## src/rtl/adder_tree_sched_pkg.sv

```systemverilog
// Shared types and sizing helpers for the time-multiplexed adder-tree scheduler.
package adder_tree_sched_pkg;

  typedef enum logic [1:0] {
    IDLE   = 2'd0,
    REDUCE = 2'd1,
    DONE   = 2'd2
  } state_e;

  function automatic int unsigned num_operands(input int unsigned levels);
    return 32'd1 << levels;
  endfunction

  function automatic int unsigned num_steps(input int unsigned levels);
    return num_operands(levels) - 32'd1;
  endfunction

  // Level l (1-based) halves the live slot count, so it needs N>>l additions.
  function automatic int unsigned steps_in_level(input int unsigned levels, input int unsigned l);
    return num_operands(levels) >> l;
  endfunction

endpackage

```

## src/rtl/adder_tree_branch.sv

```systemverilog
// Two-input adder node of the adder-tree family; result is one bit wider than the operands.
module adder_tree_branch #(
  parameter int ADDER_WIDTH = 9,
  parameter int EXTRA_BITS  = 0
) (
  input  logic [ADDER_WIDTH+EXTRA_BITS-1:0] a,
  input  logic [ADDER_WIDTH+EXTRA_BITS-1:0] b,
  output logic [ADDER_WIDTH+EXTRA_BITS:0]   sum
);

  assign sum = {1'b0, a} + {1'b0, b};

endmodule

```

## src/rtl/adder_tree_sched.sv

```systemverilog
// Reduces 2**LEVELS operands to one sum with a single shared adder, one pairwise add per cycle,
// in the same level-by-level order as the spatial tree.
module adder_tree_sched
  import adder_tree_sched_pkg::*;
#(
  parameter int ADDER_WIDTH = 9,
  parameter int LEVELS      = 3
) (
  input  logic                               clk,
  input  logic                               reset,
  input  logic                               in_valid,
  output logic                               in_ready,
  input  logic [(2**LEVELS)*ADDER_WIDTH-1:0] in_data,
  output logic                               out_valid,
  input  logic                               out_ready,
  output logic [ADDER_WIDTH+LEVELS-1:0]      out_sum,
  output logic                               busy
);

  localparam int unsigned N          = num_operands(LEVELS);
  localparam int unsigned SW         = ADDER_WIDTH + LEVELS;
  localparam int unsigned SCW        = $clog2(N);
  localparam int unsigned LW         = $clog2(LEVELS + 1);
  localparam int unsigned LAST_LEVEL = LEVELS - 1;

  state_e           state_q, state_d;
  logic [SCW-1:0]   step_q, step_d;
  logic [LW-1:0]    level_q, level_d;
  logic [SW-1:0]    slot_q [N];
  logic [SW-1:0]    slot_d [N];
  logic [SW-1:0]    sum_q, sum_d;
  logic             busy_q;

  logic [SW-2:0]    add_a, add_b;
  logic [SW-1:0]    add_sum;
  logic             last_in_level, last_level;
  logic             slot_msb_unused;

  // Step i of any level reads slots 2i and 2i+1; the slot MSB can never be set before the final add.
  always_comb begin
    add_a           = '0;
    add_b           = '0;
    slot_msb_unused = 1'b0;
    for (int unsigned k = 0; k < N / 2; k++) begin
      if (32'(step_q) == k) begin
        add_a = slot_q[2*k][SW-2:0];
        add_b = slot_q[2*k+1][SW-2:0];
      end
    end
    for (int unsigned k = 0; k < N; k++) begin
      slot_msb_unused = slot_msb_unused ^ slot_q[k][SW-1];
    end
  end

  adder_tree_branch #(
    .ADDER_WIDTH (ADDER_WIDTH),
    .EXTRA_BITS  (LEVELS - 1)
  ) u_branch (
    .a   (add_a),
    .b   (add_b),
    .sum (add_sum)
  );

  assign last_in_level = (32'(step_q) == steps_in_level(LEVELS, 32'(level_q) + 32'd1) - 32'd1);
  assign last_level    = (32'(level_q) == LAST_LEVEL);

  always_comb begin
    state_d = state_q;
    step_d  = step_q;
    level_d = level_q;
    slot_d  = slot_q;
    sum_d   = sum_q;
    case (state_q)
      IDLE: begin
        if (in_valid) begin
          for (int unsigned k = 0; k < N; k++) begin
            slot_d[k] = SW'(in_data[k*ADDER_WIDTH +: ADDER_WIDTH]);
          end
          step_d  = '0;
          level_d = '0;
          state_d = REDUCE;
        end
      end
      REDUCE: begin
        for (int unsigned k = 0; k < N / 2; k++) begin
          if (32'(step_q) == k) slot_d[k] = add_sum;
        end
        if (last_in_level) begin
          step_d = '0;
          if (last_level) begin
            sum_d   = add_sum;
            state_d = DONE;
          end else begin
            level_d = level_q + 1'b1;
          end
        end else begin
          step_d = step_q + 1'b1;
        end
      end
      DONE: begin
        if (out_ready) state_d = IDLE;
      end
      default: state_d = IDLE;
    endcase
  end

  always_ff @(posedge clk) begin
    if (reset) begin
      state_q <= IDLE;
      step_q  <= '0;
      level_q <= '0;
      sum_q   <= '0;
      busy_q  <= 1'b0;
    end else begin
      state_q <= state_d;
      step_q  <= step_d;
      level_q <= level_d;
      sum_q   <= sum_d;
      busy_q  <= (state_d == REDUCE);
    end
  end

  always_ff @(posedge clk) begin
    slot_q <= slot_d;
  end

  assign in_ready  = (state_q == IDLE);
  assign out_valid = (state_q == DONE);
  assign out_sum   = sum_q;
  assign busy      = busy_q;

endmodule
```

## config.mk

```make
export PLATFORM = sky130hd
export DESIGN_NAME = adder_tree_sched
export DESIGN_NICKNAME = d
export VERILOG_FILES = /design/src/rtl/adder_tree_sched_pkg.sv /design/src/rtl/adder_tree_branch.sv /design/src/rtl/adder_tree_sched.sv
export SDC_FILE = /design/constraint.sdc
export NUM_CORES = 1
export LEC_CHECK = 0
export CORE_ASPECT_RATIO = 0.75
export CORE_MARGIN = 2
export CORE_UTILIZATION = 35
export DETAILED_ROUTE_END_ITERATION = 6
export GPL_ROUTABILITY_DRIVEN = 0
export HOLD_SLACK_MARGIN = 0.06
export PLACE_DENSITY = 0.7
export SETUP_SLACK_MARGIN = 0.4
export SYNTH_ARGS = -nofsm -noshare
export SYNTH_HDL_FRONTEND = slang
export SYNTH_SLANG_ARGS = --single-unit
export TNS_END_PERCENT = 50
```

## constraint.sdc

```tcl
create_clock -name clk -period 3.3 [get_ports clk]
set_input_delay 0.99 -clock clk [delete_from_list [all_inputs] [get_ports clk]]
set_output_delay 0.99 -clock clk [all_outputs]
set_load 0.05 [all_outputs]
```

==> flow_summary.json <==
{
  "gr-usage-met1_pct": 26.4,
  "clk_pin_slew_worst_paths_ns": 0.06,
  "synth_nets": 493,
  "global_route.usage.met2_pct": 30.6,
  "rsz0062_at_grt": "true",
  "rows": 36,
  "antenna_found_initial": 0,
  "ys_top_cells_by_count": "edfxtp_1 (80), nor2_1 (41), a21o_1 (31)",
  "place_hpwl_mm": 9.07,
  "routed-via-count": 3937,
  "dp.cells": 652,
  "hold_path_end": "out_sum[8]",
  "grt_pass1_wl_mm": 21.4,
  "fmax_ghz": 0.336,
  "cts_buffer_depth": 2,
  "final_cells": 703,
  "hold_slack_ns": 0.472,
  "yosys.area.top_type": "edfxtp_1",
  "n_fill_cell": 1053,
  "cap_violations": 0,
  "die_w_um": 138,
  "async_flop_share_pct": 0,
  "grt_use_met3_pct": 4.31,
  "area_delta_synth_final_pct": 51.2,
  "hp-start": "out_sum[8]",
  "final_nets": 623,
  "drt_iter0_markers": 300,
  "synth-seq-area-share_pct": 59.4,
  "clk-insertion-delay-late_ns": 0.35,
  "pwr_density_cell_mw_per_mm2": 553,
  "worstSetupPathType": "reg2reg",
  "cts_tree": "done",
  "core_area_mm2": 0.0131,
  "reg2reg_to": "slot_q[91]",
  "finalPower_mw": 3.95,
  "utilization_pct": 54.7,
  "synth_cell_types": 48,
  "cts-root-buf": "clkbuf_16",
  "synth-edff-count": 80,
  "crit_fanout": 9,
  "grt-ovfl-total": 0,
  "firstDrtPassIters": 5,
  "r2r-start": "step_q[1]",
  "synth.avg_cell_area_um2": 11.9,
  "track_usage_pct": 19.2,
  "leakage_nw": 2.78,
  "die_h_um": 105,
  "h-tree-depth": 3,
  "r2r_cells": 12,
  "min_period_ns": 2.97,
  "viasPerCell": 5.60,
  "max-vdd-ir-drop_mv": 0.357,
  "synth_area_leaders": "edfxtp_1 (51%), dfxtp_1 (8.5%), ha_1 (5.0%)",
  "regToRegSetupSlack_ns": 0.33,
  "multi_input_comb_area_mm2": 0.00223,
  "die-area_mm2": 0.0144,
  "finalSetupTns_ns": 0,
  "worstPathRequired_ns": 3.52,
  "synth.most_common_cell": "edfxtp_1",
  "setup_viol": 0,
  "antenna_cells": 0,
  "slew_headroom_pct": 35.5,
  "ys_warn_count": 0,
  "tightest_slew_ns": 0.968,
  "initial_core_util_pct": 36.1,
  "hold_violations": 0,
  "wl_per_cell_um": 20.6,
  "cts_inserted_buffers": 9,
  "drc": 0,
  "cp-startpoint": "step_q[1]",
  "ys_ff_latch": 100,
  "netlist.area_leader.share_pct": 50.9,
  "syn-instance-count": 397,
  "portBuffers": 90,
  "fin_crit_sh_pct": 90.1,
  "antenna_left": 0,
  "layout-drive-gt1-share_pct": 24.8,
  "cp_data_arrival_time_ns": 3.19,
  "whs_path_depth": 2,
  "grt_pass1_vias": 3857,
  "finClkSkew_ns": 0.00868,
  "end_kind": "flip-flop",
  "syn_area_mm2": 0.00472,
  "status": "finished, final reports clean",
  "hp-class": "reg2reg",
  "regArea_mm2": 0.00281,
  "ios": 91,
  "cp-start-kind": "flip-flop",
  "final_max_slew_viol_count": 0,
  "grt_max_degree": 38,
  "cts_sinks": 100,
  "routed_wl_mm": 14.5,
  "gr-max-usage-layer": "met2",
  "ys_dominant_reg_cell": "edfxtp_1"
}
-- layout make-up --
cell class / count / area share (%)
flip-flops and latches: 100 / 39.4
inverters: 9 / 0.683
multi-input cells: 263 / 31.2
clock inverters: 5 / 0.754
well taps: 171 / 3.00
repair buffers: 144 / 21.7
clock buffers: 11 / 3.26
-- sequential cells by signal, summed over array words and instances (netlist names) --
name	count
busy	1
step_q	3
out_sum	12
state_q	2
slot_q	80
level_q	2
-- worst max-delay path: stages (launching register included) --
cell and delay, ns:
dfxtp_4 0.39, inv_4 0.05, ha_4 0.17, nor2b_4 0.15, buf_12 0.15, a221o_1 0.32, o221a_4 0.13, ha_4 0.26
a21o_1 0.15, nand4_1 0.20, a21o_1 0.27, a2111oi_4 0.44, a21o_1 0.15
-- metrics by stage --
step	cell area [um2]	worst slack, ns
2_1_floorplan	4730	0.406
3_3_place_gp	5920	0.143
3_5_place_dp	5920	-0.000424
4_1_cts	6730	0.291
5_1_grt	7140	0.196
6_report	7140	0.327
-- metal layers --
layer	vias to the layer above	share of wire, %
met1	1936	44
met2	183	47
met5	-	0
li1	1795	-
met3	23	6.7
met4	0	2.1
-- worst max path at each step --
stage | end | slack (ns) | cells after the start
final | slot_q[91] | 0.33 | 12
after global routing | slot_q[91] | 0.20 | 13
after CTS | slot_q[91] | 0.29 | 12
after detailed placement | slot_q[58] | -0.0004 | 14
after global placement | slot_q[91] | 0.14 | 13
after floorplan | slot_q[58] | 0.41 | 14
-- cell families (layout without fill, tap and decap cells) --
family                   count (synthesis)  in the layout  synth area share [%]
AO/OA/AOI/OAI                          124            124                  20.0
XOR/XNOR                                 4              4                 0.742
flip-flops                             100            100                  59.4
multiplexers                             5              5                  1.06
buffers and inverters                   34            169                  2.89
adder cells (fa/ha/maj)                 20             20                  5.46
AND/OR/NAND/NOR                        110            110                  10.5
-- power breakdown --
group          total (mW)  switching [mW]  internal [mW]
logic                1.31           0.681          0.634
clock network        1.03           0.446          0.584
registers            1.61          0.0578           1.55
-- cells in the final DEF (no fill, tap or decap), types with 9 or more instances in the layout --
| cell | synthesis | layout |
|---|---|---|
| edfxtp_1 | 80 | 80 |
| clkdlybuf4s50_1 | 0 | 90 |
| nand2_1 | 29 | 26 |
| dfxtp_1 | 20 | 17 |
| buf_4 | 0 | 36 |
| a21o_1 | 31 | 30 |
| nor2_1 | 41 | 39 |
| ha_4 | 0 | 9 |
| a21oi_1 | 16 | 11 |
| clkbuf_16 | 0 | 10 |
-- what timing repair did --
action,CTS,global route
gates cloned,5,1
buffers inserted,14,15
resized for setup,61,42
pin swaps,16,19
setup endpoints to repair,40,53
hold buffers,0,0
(Power assumes the default switching activity.)
